## src/rtl/uart_program_loader.sv

```systemverilog
// UART (8N1) program loader: receives LEN, N instruction bytes and CSUM, streams the bytes
// into instruction memory and holds the core until a frame with a good checksum lands.
module uart_program_loader #(
    parameter int CLK_HZ       = 16000000,
    parameter int BAUD         = 115200,
    parameter int ADDR_W       = 8,
    parameter int TIMEOUT_CLKS = 160000
) (
    input  logic              clk,
    input  logic              rst_n,
    input  logic              rx,
    output logic              hold,
    output logic              wr_en,
    output logic [ADDR_W-1:0] wr_addr,
    output logic [7:0]        wr_data,
    output logic [ADDR_W:0]   prog_len,
    output logic              done,
    output logic              err,
    output logic [1:0]        err_code
);
    localparam int CPB   = CLK_HZ / BAUD;
    localparam int CNT_W = $clog2(CPB);
    localparam int TMO_W = $clog2(TIMEOUT_CLKS + 1);
    localparam int PL_W  = ADDR_W + 1;
    localparam logic [CNT_W-1:0] BIT_LAST  = CNT_W'(CPB - 1);
    localparam logic [CNT_W-1:0] HALF_LAST = CNT_W'(CPB / 2 - 1);
    localparam logic [TMO_W-1:0] TMO_LAST  = TMO_W'(TIMEOUT_CLKS - 1);

    typedef enum logic [1:0] {B_IDLE, B_START, B_DATA, B_STOP} bit_state_t;
    typedef enum logic [2:0] {S_IDLE, S_LEN, S_DATA, S_CSUM, S_DONE, S_ERR} state_t;

    logic             rx_meta, rx_sync, rx_last;
    bit_state_t       bstate;
    logic [CNT_W-1:0] bcnt;
    logic [2:0]       bidx;
    logic [7:0]       shreg;

    state_t           state;
    logic [7:0]       len;
    logic [7:0]       idx;
    logic [7:0]       sum;
    logic [TMO_W-1:0] tmo;

    logic eng_idle, fall, start_ok, stop_tick, byte_valid, frame_err, in_frame;

    assign eng_idle   = (bstate == B_IDLE);
    assign fall       = eng_idle && rx_last && !rx_sync;
    // A frame only begins once the start bit is confirmed low at mid-bit, so glitches never wake the FSM.
    assign start_ok   = (bstate == B_START) && (bcnt == HALF_LAST) && !rx_sync;
    assign stop_tick  = (bstate == B_STOP) && (bcnt == BIT_LAST);
    assign byte_valid = stop_tick && rx_sync;
    assign frame_err  = stop_tick && !rx_sync;
    assign in_frame   = (state == S_LEN) || (state == S_DATA) || (state == S_CSUM);

    always_ff @(posedge clk) begin
        if (!rst_n) begin
            rx_meta <= 1'b1;
            rx_sync <= 1'b1;
            rx_last <= 1'b1;
            bstate  <= B_IDLE;
            bcnt    <= '0;
            bidx    <= '0;
            shreg   <= '0;
        end else begin
            rx_meta <= rx;
            rx_sync <= rx_meta;
            rx_last <= rx_sync;
            case (bstate)
                B_IDLE: begin
                    if (fall) begin
                        bstate <= B_START;
                        bcnt   <= '0;
                    end
                end
                B_START: begin
                    if (bcnt == HALF_LAST) begin
                        bcnt   <= '0;
                        bidx   <= '0;
                        bstate <= rx_sync ? B_IDLE : B_DATA;
                    end else begin
                        bcnt <= bcnt + 1'b1;
                    end
                end
                B_DATA: begin
                    if (bcnt == BIT_LAST) begin
                        bcnt  <= '0;
                        shreg <= {rx_sync, shreg[7:1]};
                        bidx  <= bidx + 1'b1;
                        if (bidx == 3'd7) bstate <= B_STOP;
                    end else begin
                        bcnt <= bcnt + 1'b1;
                    end
                end
                B_STOP: begin
                    if (bcnt == BIT_LAST) begin
                        bcnt   <= '0;
                        bstate <= B_IDLE;
                    end else begin
                        bcnt <= bcnt + 1'b1;
                    end
                end
            endcase
        end
    end

    always_ff @(posedge clk) begin
        if (!rst_n) begin
            state    <= S_IDLE;
            hold     <= 1'b0;
            wr_en    <= 1'b0;
            wr_addr  <= '0;
            wr_data  <= '0;
            prog_len <= '0;
            done     <= 1'b0;
            err      <= 1'b0;
            err_code <= 2'd0;
            len      <= '0;
            idx      <= '0;
            sum      <= '0;
            tmo      <= '0;
        end else begin
            wr_en <= 1'b0;
            done  <= 1'b0;
            err   <= 1'b0;

            if (!in_frame || start_ok) tmo <= '0;
            else if (eng_idle)         tmo <= tmo + 1'b1;

            if (in_frame && frame_err) begin
                state    <= S_ERR;
                err      <= 1'b1;
                err_code <= 2'd1;
            end else if (in_frame && eng_idle && tmo == TMO_LAST) begin
                state    <= S_ERR;
                err      <= 1'b1;
                err_code <= 2'd3;
            end else begin
                case (state)
                    S_IDLE, S_DONE, S_ERR: begin
                        if (start_ok) begin
                            state <= S_LEN;
                            hold  <= 1'b1;
                        end else begin
                            state <= S_IDLE;
                        end
                    end
                    S_LEN: begin
                        if (byte_valid) begin
                            if (shreg == 8'd0) begin
                                state    <= S_ERR;
                                err      <= 1'b1;
                                err_code <= 2'd0;
                            end else begin
                                len   <= shreg;
                                idx   <= '0;
                                sum   <= '0;
                                state <= S_DATA;
                            end
                        end
                    end
                    S_DATA: begin
                        if (byte_valid) begin
                            wr_en   <= 1'b1;
                            wr_addr <= ADDR_W'(idx);
                            wr_data <= shreg;
                            idx     <= idx + 8'd1;
                            sum     <= sum + shreg;
                            if (idx == len - 8'd1) state <= S_CSUM;
                        end
                    end
                    S_CSUM: begin
                        if (byte_valid) begin
                            if (8'(sum + shreg) == 8'd0) begin
                                state    <= S_DONE;
                                done     <= 1'b1;
                                prog_len <= PL_W'(len);
                                hold     <= 1'b0;
                            end else begin
                                state    <= S_ERR;
                                err      <= 1'b1;
                                err_code <= 2'd2;
                            end
                        end
                    end
                    default: state <= S_IDLE;
                endcase
            end
        end
    end
endmodule

```

## config.mk

```make
export PLATFORM = sky130hd
export DESIGN_NAME = uart_program_loader
export DESIGN_NICKNAME = d
export VERILOG_FILES = /design/src/rtl/uart_program_loader.sv
export SDC_FILE = /design/constraint.sdc
export NUM_CORES = 1
export LEC_CHECK = 0
export BUFFER_PORTS_ARGS = -buffer_cell sky130_fd_sc_hd__buf_2
export CORE_UTILIZATION = 45
export DETAILED_ROUTE_END_ITERATION = 8
export GPL_TIMING_DRIVEN = 0
export HOLD_SLACK_MARGIN = 0.06
export PLACE_DENSITY_LB_ADDON = 0.08
export SLEW_MARGIN = 20
export SYNTH_ARGS = -nofsm -noshare
export SYNTH_HDL_FRONTEND = slang
export SYNTH_SLANG_ARGS = --single-unit
```

## constraint.sdc

```tcl
create_clock -name clk -period 2.6 [get_ports clk]
set_input_delay 0.52 -clock clk [delete_from_list [all_inputs] [get_ports clk]]
set_output_delay 0.52 -clock clk [all_outputs]
set_load 0.02 [all_outputs]
```

==> impl_metrics.tcl, run 1 <==
set metrics [dict create \
    grt_pass1_vias 3598 \
    ys_async_sr_fraction 0 \
    startpoint_type "flip-flop" \
    critPathRequiredTime_ns 2.89 \
    syn_inst 557 \
    p_leak_uw 0.00216 \
    overflow 0 \
    power_uw 2640 \
    post-route-min-period_ns 2.50 \
    yosys-top-cells-area "dfxtp_1, nor2_1, nand2_1" \
    clk_latency_ns 0.38 \
    status "complete, no violations" \
    wl_per_cell_um 14.6 \
    io_pins 34 \
    skew_ns 0.0124 \
    final_cell_mix "dfxtp_1, nor2_1, nand2_1" \
    die_h_um 104 \
    dieArea_mm2 0.0109 \
    rsz0062_at_grt "no" \
    clk_pin_slew_ns 0.10 \
    synth_edf_count 0 \
    seq_area_frac_synth 0.422 \
    fin_setup_tns_ns 0 \
    finish.net_count 621 \
    ant_nets 0 \
    synth-seq-cells 99 \
    io_buffers 31 \
    top_register "tmo" \
    drive_above_1_share 0.150 \
    setup_viol 0 \
    hold_viol 0 \
    antenna_found_initial 0 \
    h-tree-depth 3 \
    power_density_mw_per_mm2 492 \
    cts_buffer_depth 2 \
    area_growth_pct 14.2 \
    drt-vias-per-instance 5.31 \
    first_pass_iters 5 \
    stdcell_area_mm2 0.00537 \
    cts_tree "done" \
    cts_buffers 9 \
    holdCritPathClass "input pin to flip-flop" \
    yosys_warnings 0 \
    critPathKind "flip-flop to flip-flop" \
    ir_drop_v 0.000260 \
    crit_fanout 3 \
    yosysTopAreaCell "dfxtp_1" \
    ys_types 59 \
    syn_nets 576 \
    drt_wl_total_um 10800 \
    timing.slew.headroom 0.560 \
    cts_hold_buf 0 \
    instances_no_fill 740 \
    start_util 0.472 \
    rows 36 \
    placed_cells 721 \
    synthFlopType "dfxtp_1" \
    max_freq_mhz 401 \
    drv_cap 0 \
    period_share 0.960 \
    core_area_mm2 0.00995 \
    crit_path_end_kind "flip-flop" \
    timing.hold.ws_ns 0.314 \
    syn_avg_cell_area_um2 8.44 \
    netlist.area_leader.share 0.422 \
    die_w_um 104 \
    slew_violations 0 \
    track_usage 0.206 \
    placed_area_mm2 0.00503 \
    tightest_slew_ns 0.657 \
    final_common_cell "dfxtp_1" \
    largest_reg_flops 18 \
    grt_pass1_wl_um 17900 \
    clock-sinks 99 \
    dp_hpwl_um 7850 \
    grt_max_degree 17 \
    route.vias.total 3927 \
    drt_iter0_markers 130 \
    antenna-diode-count 0 \
    cts_root_buf "clkbuf_8" \
    syn_area_mm2 0.00470 \
    post-route-drc-count 0 \
    worstPathArrival_ns 2.79 \
    place_congestion 0.853 \
]
## synthesized netlist by cell type (2+ instances only)
master,n
dfxtp_1,99
nor2_1,83
nand2_1,71
a21oi_1,45
xor2_1,23
mux2i_1,22
nand3_1,19
clkbuf_1,16
ha_1,15
xnor2_1,15
inv_1,14
and3_1,13
o21ai_0,12
nor3b_1,11
nand4_1,9
nor3_1,8
nand2b_1,7
nor2_2,6
and4_1,5
buf_2,5
a211oi_1,4
a22oi_1,3
a41oi_1,3
and2_1,3
nor2b_1,3
nor4_1,3
o41ai_1,3
nand3b_1,2
o21a_1,2
o21ai_1,2
o22ai_1,2
or3_1,2
## timing repair
| action | in CTS | in global routing |
|---|---|---|
| resized for setup | 6 | 18 |
| setup endpoints to repair | 11 | 12 |
| cloned | 0 | 1 |
| pin swaps | 0 | 4 |
| setup buffers | 0 | 2 |
## layout make-up
class                      count  area [um^2]
fill                         944         4590
multi-input combinational    421         2650
sequential                    99         1990
timing repair buffer          34          195
tap                          133          166
clock buffer                  11          141
buffer                        23          108
clock inverter                 5         61.3
inverter                      14         52.6
## report_power, final
part           internal (uW)  switching [uW]  total (uW)
Sequential              1520            8.71        1530
Combinational           21.6            60.6        82.2
Clock                    477             556        1030
## metal layers
| metal | GRT usage | up-vias | part of all wire |
|---|---|---|---|
| li1 | - | 2015 | - |
| met1 | 0.283 | 1850 | 0.50 |
| met2 | 0.320 | 53 | 0.46 |
| met3 | 0.0533 | 9 | 0.030 |
| met4 | 0.0571 | 0 | 0.012 |
| met5 | 0 | - | 0 |
## critical path, stage by stage, from the launching register on
cell and delay [ns]:
dfxtp_4 0.37, ha_2 0.18, inv_1 0.05, fa_2 0.36, nand2b_4 0.16, a21oi_2 0.13
xor2_1 0.11, nor3_2 0.39, nand3_1 0.19, a41oi_1 0.24, a21bo_2 0.23
## path summary, 6_finish.rpt
kind | from | end | slack (ns) | depth (start not counted)
setup / recovery | shreg[0]$_SDFFE_PN0P_ | err_code[1]$_SDFFE_PP0P_ | 0.10 | 10
hold / removal | rx | rx_meta$_SDFF_PN1_ | 0.31 | 2
setup reg to reg | shreg[0]$_SDFFE_PN0P_ | err_code[1]$_SDFFE_PP0P_ | 0.10 | 10
hold reg to reg | rx_meta$_SDFF_PN1_ | rx_sync$_SDFF_PN1_ | 0.42 | 1
## metrics by stage
stage	worst slack, ns	utilization
final	0.104	0.539
after global routing	0.00492	0.539
after CTS	0.0136	0.528
after detailed placement	-0.142	0.505
after global placement	-0.176	0.505
after floorplan	0.226	-
## cells by family (layout without fill, tap and decap cells)
logic type                 count (synthesis)  in the layout  share of synthesized area
adders and majority gates                 16             16                     0.0442
other                                      1              1                   0.000798
and+or+nand+nor                          252            252                      0.259
xor gates and xnor gates                  39             39                     0.0742
AOI/OAI and AO/OA                         90             90                      0.118
DFF                                       99             99                      0.422
buffers and inverters                     37             87                     0.0333
muxes                                     23             23                     0.0492
No activity file was read; power rests on OpenSTA's default activity.
==> run 2: changes to the inputs <==
- RECOVER_POWER: default -> 100
==> run 2 against run 1 <==
Effect of this change:
- flip-flop and latch count stayed put
- setup slack about the same
- combinational power about the same
- via count is 0.43% lower
- clock-buffer cell count stayed put
- global-route usage unchanged
- largest cell class unchanged
- highest routed layer unchanged
==> impl_metrics.tcl, run 2 (synthesis results as in run 1) <==
set metrics [dict create \
    status "complete, no violations" \
    skew_ns 0.0110 \
    rows 36 \
    track_usage 0.206 \
    worst_r2r_endpoint "err_code[1]$_SDFFE_PP0P_" \
    final_cell_mix "dfxtp_1, nor2_1, nand2_1" \
    clkPwrFrac 0.390 \
    drv_cap 0 \
    pwr-share-comb 0.031 \
    post-route-min-period_ns 2.50 \
    p_leak_uw 0.00200 \
    setup_viol 0 \
    hold_viol 0 \
    grt_max_degree 17 \
    clk_pin_slew_ns 0.10 \
    die_w_um 104 \
    slew_violations 0 \
    critPathRequiredTime_ns 2.89 \
    critPathKind "flip-flop to flip-flop" \
    crit_path_end_kind "flip-flop" \
    drt-vias-per-instance 5.28 \
    stdcell_area_mm2 0.00530 \
    startpoint_type "flip-flop" \
    crit_fanout 3 \
    dp_hpwl_um 7850 \
    r2r_start "shreg[0]$_SDFFE_PN0P_" \
    clk_latency_ns 0.38 \
    post-route-drc-count 0 \
    placed_area_mm2 0.00503 \
    cpPeakStageDelay_ns 0.39 \
    cts_buffers 9 \
    die_h_um 104 \
    seq_power_share 0.579 \
    whs_path_depth 2 \
    internal-power_uw 2020 \
    tightest_slew_ns 0.658 \
    core_area_mm2 0.00995 \
    worst-r2r-setup-slack_ns 0.10 \
    sw_frac_of_total 0.235 \
    overflow 0 \
    top_register "tmo" \
    cts_buffer_depth 2 \
    antenna-diode-count 0 \
    finish.net_count 621 \
    wl_per_cell_um 14.6 \
    cpMaxStageDelayCell "nor3_2" \
    holdCritPathClass "input pin to flip-flop" \
    worstPathArrival_ns 2.78 \
    p_sw_uw 621 \
    h-tree-depth 3 \
    antenna_found_initial 0 \
    drt_iter0_markers 153 \
    placed_cells 721 \
    start_util 0.472 \
    instances_no_fill 740 \
    io_buffers 31 \
    max_freq_mhz 401 \
    timing.slew.headroom 0.559 \
    fin_setup_tns_ns 0 \
    ir_drop_v 0.000261 \
    timing.hold.ws_ns 0.319 \
    final_common_cell "dfxtp_1" \
    crit_path_cell_trace "ha_2, inv_1, fa_2, nand2b_4, a21oi_2, xor2_1, nor3_2, nand3_1, a41oi_1, a21bo_2" \
    place_congestion 0.853 \
    drive_above_1_share 0.0956 \
    r2r_cells 10 \
    utilization 0.532 \
    dieArea_mm2 0.0109 \
    io_pins 34 \
    first_pass_iters 5 \
    grt_pass1_vias 3598 \
    route.vias.total 3910 \
    clock-sinks 99 \
    power_density_mw_per_mm2 498 \
    period_share 0.960 \
    largest_reg_flops 18 \
    worstSetupEndpoint "err_code[1]$_SDFFE_PP0P_" \
    area_growth_pct 12.6 \
    cts_tree "done" \
    ant_nets 0 \
    cts_root_buf "clkbuf_8" \
    grt_pass1_wl_um 17900 \
    drt_wl_total_um 10800 \
    cp-startpoint "shreg[0]$_SDFFE_PN0P_" \
]
## run 2: metrics by stage
step                      power (uW)  worst slack (ns)
after floorplan                 1620             0.226
after global placement          1650            -0.176
after detailed placement        1650            -0.142
after CTS                       2670            0.0136
after global routing            2740          -0.00261
final                           2640             0.104
## run 2: cell type report
type,count,area [um^2]
clock inverters,5,61.3
clock buffers,11,141
plain buffers,23,98.8
flip-flops and latches,99,1990
inverters,14,52.6
well taps,133,166
fillers,967,4660
multi-input cells,421,2650
repair buffers,34,138
## run 2: worst min-delay path by stage
stage | from | endpoint | slack, ns
floorplan | rx_meta$_SDFF_PN1_ | rx_sync$_SDFF_PN1_ | 0.39
CTS | rx | rx_meta$_SDFF_PN1_ | 0.31
global placement | rx_meta$_SDFF_PN1_ | rx_sync$_SDFF_PN1_ | 0.39
detailed placement | rx_meta$_SDFF_PN1_ | rx_sync$_SDFF_PN1_ | 0.41
global route | rx | rx_meta$_SDFF_PN1_ | 0.31
finish | rx | rx_meta$_SDFF_PN1_ | 0.32
## run 2: power groups by stage
stage / combinational (uW) / sequential (uW) / clock, uW
CTS: 82.5 / 1530 / 1060
global route: 92.8 / 1530 / 1120
floorplan: 58.8 / 1560 / 0
detailed placement: 82.2 / 1570 / 0
finish: 82.1 / 1530 / 1030
global placement: 80.1 / 1570 / 0
## run 2: routing by layer
metal,routed length [um],vias up,global-route usage,part of all wire
met3,390,10,0.0533,0.036
met1,5400,1833,0.283,0.50
met5,0,-,0,0
met4,130,0,0.0571,0.012
met2,4880,52,0.320,0.45
li1,-,2015,-,-
## run 2: repair_timing
action | CTS | global route
pin swaps | 0 | 4
gates cloned | 0 | 1
buffers inserted | 0 | 2
gates resized for setup | 6 | 18
hold buffers | 0 | 0
endpoints found under the setup margin | 11 | 12
## run 2: critical path: cells and delay by family (launching register included)
kind	cells	cell delay (ns)
and+or+nand+nor	3	0.74
AOI/OAI and AO/OA	3	0.60
adders and majority gates	2	0.54
DFF	1	0.37
xor gates and xnor gates	1	0.11
buffers and inverters	1	0.05
